### config.mk
export PLATFORM = sky130hd
export DESIGN_NAME = inst_axi_bridge
export DESIGN_NICKNAME = d
export VERILOG_FILES = /design/src/rtl/inst_axi_bridge.sv
export SDC_FILE = /design/constraint.sdc
export NUM_CORES = 1
export LEC_CHECK = 0
export CORE_MARGIN = 2
export CORE_UTILIZATION = 25
export DETAILED_ROUTE_END_ITERATION = 12
export GPL_TIMING_DRIVEN = 0
export PLACE_DENSITY = 0.67
export SYNTH_ARGS = -nofsm -noshare
export SYNTH_HDL_FRONTEND = slang
export SYNTH_SLANG_ARGS = --single-unit
### constraint.sdc
create_clock -name clk -period 4.04 [get_ports clk]
set_clock_uncertainty 0.15 [all_clocks]
set_input_delay 0.808 -clock clk [delete_from_list [all_inputs] [get_ports clk]]
set_output_delay 0.808 -clock clk [all_outputs]
set_load 0.02 [all_outputs]
### src/rtl/inst_axi_bridge.sv
// Converts if_stage SRAM-like fetch requests into single-beat, in-order AXI reads.
// Define INST_BRIDGE_FLUSH_EN to add the flush port that discards in-flight fetches.
module inst_axi_bridge #(
  parameter int unsigned OUTSTANDING = 2,
  parameter logic [3:0]  ARID        = 4'd0
) (
  input  logic        clk,
  input  logic        reset,
`ifdef INST_BRIDGE_FLUSH_EN
  input  logic        flush,
`endif
  input  logic        inst_sram_en,
  input  logic [31:0] inst_sram_addr,
  output logic        inst_sram_addr_ok,
  output logic        inst_sram_data_ok,
  output logic [31:0] inst_sram_rdata,
  output logic [3:0]  arid,
  output logic [31:0] araddr,
  output logic [7:0]  arlen,
  output logic [2:0]  arsize,
  output logic [1:0]  arburst,
  output logic [1:0]  arlock,
  output logic [3:0]  arcache,
  output logic [2:0]  arprot,
  output logic        arvalid,
  input  logic        arready,
  input  logic [31:0] rdata,
  input  logic        rlast,
  input  logic        rvalid,
  output logic        rready
);

  localparam int unsigned ADDR_W = 32;
  localparam int unsigned CNT_W  = 3;

  logic              arvalid_q, arvalid_d;
  logic [ADDR_W-1:0] araddr_q, araddr_d;
  logic [CNT_W-1:0]  cnt_q, cnt_d;
  logic [CNT_W-1:0]  discard;
  logic              flush_act;
  logic              accept;
  logic              cpl;
  logic              cpl_ok;

  // A completion with nothing outstanding is a protocol error and is ignored.
  assign cpl    = rvalid & rready & rlast;
  assign cpl_ok = cpl & (cnt_q != '0);

  assign inst_sram_addr_ok = ~reset & inst_sram_en & ~arvalid_q
                           & (cnt_q < CNT_W'(OUTSTANDING)) & (discard == '0);
  assign accept            = inst_sram_addr_ok;
  assign inst_sram_data_ok = cpl_ok & ~flush_act & (discard == '0);
  assign inst_sram_rdata   = rdata;
  assign rready            = ~reset;

  assign arid    = ARID;
  assign araddr  = araddr_q;
  assign arvalid = arvalid_q;
  assign arlen   = '0;
  assign arsize  = 3'b010;
  assign arburst = 2'b01;
  assign arlock  = '0;
  assign arcache = '0;
  assign arprot  = '0;

  always_comb begin
    arvalid_d = arvalid_q;
    araddr_d  = araddr_q;
    cnt_d     = cnt_q;
    if (accept) begin
      arvalid_d = 1'b1;
      araddr_d  = inst_sram_addr;
    end else if (arvalid_q && arready) begin
      arvalid_d = 1'b0;
    end
    case ({accept, cpl_ok})
      2'b10:   cnt_d = cnt_q + CNT_W'(1);
      2'b01:   cnt_d = cnt_q - CNT_W'(1);
      default: cnt_d = cnt_q;
    endcase
  end

  always_ff @(posedge clk) begin
    if (reset) begin
      arvalid_q <= 1'b0;
      araddr_q  <= '0;
      cnt_q     <= '0;
    end else begin
      arvalid_q <= arvalid_d;
      araddr_q  <= araddr_d;
      cnt_q     <= cnt_d;
    end
  end

`ifdef INST_BRIDGE_FLUSH_EN
  logic [CNT_W-1:0] discard_q, discard_d;

  // Everything in flight at flush time is dropped; a request accepted that cycle survives.
  always_comb begin
    discard_d = discard_q;
    if (flush) begin
      discard_d = cnt_q - CNT_W'(cpl_ok);
    end else if (cpl_ok && (discard_q != '0)) begin
      discard_d = discard_q - CNT_W'(1);
    end
  end

  always_ff @(posedge clk) begin
    if (reset) begin
      discard_q <= '0;
    end else begin
      discard_q <= discard_d;
    end
  end

  assign flush_act = flush;
  assign discard   = discard_q;
`else
  assign flush_act = 1'b0;
  assign discard   = '0;
`endif

  assert property (@(posedge clk) disable iff (reset) !(cpl && (cnt_q == '0)));
  assert property (@(posedge clk) disable iff (reset) cnt_q <= CNT_W'(OUTSTANDING));

endmodule

==> reports/metrics.csv, run 1 <==
metric,value,unit
first-pass GRT wire length,7010,um
DP Area,3052,sq um
IO Pins,164,
detailed-route vias per instance,3.821,
initial antenna violation count,0,
die area,7897,sq um
Synth top area share,40.03,%
CTS Hold Bufs,0,
Final min period,3.623,ns
"non-filler cells, final",459,
"slowest stage delay, CP",0.59,ns
setup ws final,0.4168,ns
number of sinks on the clock net,36,
maximum VDD drop,0.1862,mV
Worst-path clk slew,0.07,ns
"Clk Latency, worst-skew pair",0.28,ns
Vias,1754,
max-cap violations,0,
total CTS buffers,5,
Slew Limit Fails,0,
Final period util,89.68,%
Power Density,322.4,nW/um^2
HP Class,reg -> reg,
DP Worst Slack,0.3742,ns
slowest CP cell,clkdlybuf4s50_1,
Cells after DPL,451,
vias in the first global route,1663,
die height,88.87,um
RSZ-0062 raised after global routing,false,
Pleak,1.353,nW
Worst setup EP type,primary output,
Max-slew headroom,65.21,%
Clock Tree Buf Depth,2,
DR iter-0 viols,26,
DR DRC count,0,
initial core utilization,26.21,%
hold path start,araddr[27],
startpoint types,input port,
yosys warns,0,
Chip Width,88.87,um
Synth area leaders,"dfxtp_1, buf_4, nand2_1, a21oi_1, buf_6",
kind of critical path,in -> out,
Post-Synthesis Cells,227,
Required @ worst endpoint,3.08,ns
CP arrival,2.67,ns
Root Buffer Master,clkbuf_8,
largest net degree at the start of global routing,12,
Peak Freq,0.2760,GHz
overall routed net length,4734,um
H-tree Lvls,2,
DR pass1 iterations,4,
CP Max Fanout,10,
CP Launch Point,inst_sram_en,
RR Startpoint,cnt_q[2],
total gr overflow,0,
endpoints failing hold,0,
fraction of layout cells with a size suffix above 1,20.39,%
critical-path cell list,clkdlybuf4s50_1 -> nor4b_4 -> buf_2 -> nand2_1 -> inv_1 -> clkdlybuf4s50_1,
WL/cell,10.31,um
"Seq/Total Area, Yosys",40.03,%
post-DP HPWL,3774,um
PostCTS Resize Cnt,0,
design area,3159,sq um
Cell variety after synth,20,
"area leader, netlist",dfxtp_1,
Area Growth Syn to Fin,75.47,%
Total GRT Usage,11.44,%
final setup TNS,0,ns
gpl congestion,0.6880,
actual slew at the worst max-slew pin,0.5219,ns
Post-DRT Antenna Nets,0,
PortBufs,104,
ant diodes,0,
Critical Path Most Common Cell,clkdlybuf4s50_1,
Core Box Area,6869,sq um
Site Rows,30,
cell area after synthesis,1800,sq um
"Setup Fix Bufs, Post-CTS",0,
final net count,434,
# setup viols final,0,
Seq cells post-synth,36,
status,"finished, final reports clean",
synthesized area per cell,7.932,sq um
CTS tree,yes,
[where the power goes]
part	internal, mW	switching (mW)	leakage [nW]
combinational	0.164	0.151	1.00
sequential	0.380	0.0137	0.296
clock	0.183	0.126	0.0552
total	0.728	0.291	1.35
[stage by stage]
step / util, % / power (mW) / hold slack, ns
3_3_place_gp: 44.43 / 0.7170 / 0.2912
3_5_place_dp: 44.43 / 0.7208 / 0.2969
2_1_floorplan: - / 0.5855 / 0.3491
4_1_cts: 45.99 / 1.041 / 0.3074
5_1_grt: 45.99 / 1.078 / 0.3290
6_report: 45.99 / 1.018 / 0.3022
[state kept, by name, summed over array words and instances, names as in the netlist]
signal   count
araddr      32
arvalid      1
cnt_q        3
[cell type report]
cell class / instances / area (sq um)
Fill cell: 720 / 3710
Timing Repair Buffer: 104 / 1041
Sequential cell: 36 / 720.7
Multi-Input combinational cell: 141 / 646.9
Buffer: 69 / 504.2
Tap cell: 96 / 120.1
Clock buffer: 6 / 72.57
Clock inverter: 2 / 35.03
Inverter: 5 / 18.77
[kinds of logic after synthesis]
group	count (synthesis)	share of synthesized area [%]
other cells	2	0.4171
compound gates	36	10.22
buf+inv	74	29.05
flops	36	40.03
xor+xnor	2	0.9731
fa+ha+maj	2	1.807
simple gates	75	17.51
[synthesized netlist by cell type (all sizes together)]
cell type and instances:
nand2 66, buf 65, dfxtp 36, a21oi 35, inv 5, clkbuf 4, nor2 3, conb 2
nor3 2, xor2 2, fa 1, ha 1, nand2b 1, nor4b 1, o21ai 1, or3 1
or4b 1
[layout by cell type (no fill, tap or decap)]
cell             netlist  final
nand2_1               66     66
o21ai_0                1      1
nor3_1                 2      2
dfxtp_1               36     36
inv_1                  5      5
a21oi_1               34     34
buf_2                  4      4
nand2b_1               1      1
clkinv_2               0      1
clkbuf_8               0      5
bufinv_16              0      1
clkdlybuf4s50_1        0    104
fa_1                   1      1
clkbuf_1               4      5
buf_4                 58     58
buf_6                  3      3
ha_1                   1      1
or3_1                  1      1
conb_1                 2     26
nor4b_4                1      1
nor2_1                 3      3
a21oi_2                1      1
xor2_1                 2      2
or4b_1                 1      1
[metal layers]
layer,routed length [um],GRT usage [%],vias up
met5,0,0,-
met4,36,3.444,0
li1,-,-,895
met1,1840,12.51,759
met3,532,4.478,5
met2,2325,20.35,95
[critical path, delay by kind of cell]
| kind | cells | cell delay, ns |
|---|---|---|
| buffers and inverters | 4 | 1.43 |
| and+or+nand+nor | 2 | 0.43 |
[worst paths after layout]
path | end | slack, ns | cells past startpoint
min reg2reg | araddr[27] | 0.30 | 2
min | araddr[27] | 0.30 | 2
max reg2reg | cnt_q[2] | 1.66 | 9
max | inst_sram_addr_ok | 0.42 | 6
Note: power is estimated with default switching activity, not from simulation.
==> inputs of run 2 (changes only) <==
--- a/config.mk
+++ b/config.mk
@@ -5,9 +5,11 @@
 export SDC_FILE = /design/constraint.sdc
 export NUM_CORES = 1
 export LEC_CHECK = 0
+export ABC_CLOCK_PERIOD_IN_PS = 4040
 export CORE_MARGIN = 2
 export CORE_UTILIZATION = 25
 export DETAILED_ROUTE_END_ITERATION = 12
+export GPL_ROUTABILITY_DRIVEN = 0
 export GPL_TIMING_DRIVEN = 0
 export PLACE_DENSITY = 0.67
 export SYNTH_ARGS = -nofsm -noshare
==> results of run 2 <==
No change in the layout: final DEF, timing and power equal those of run 1.
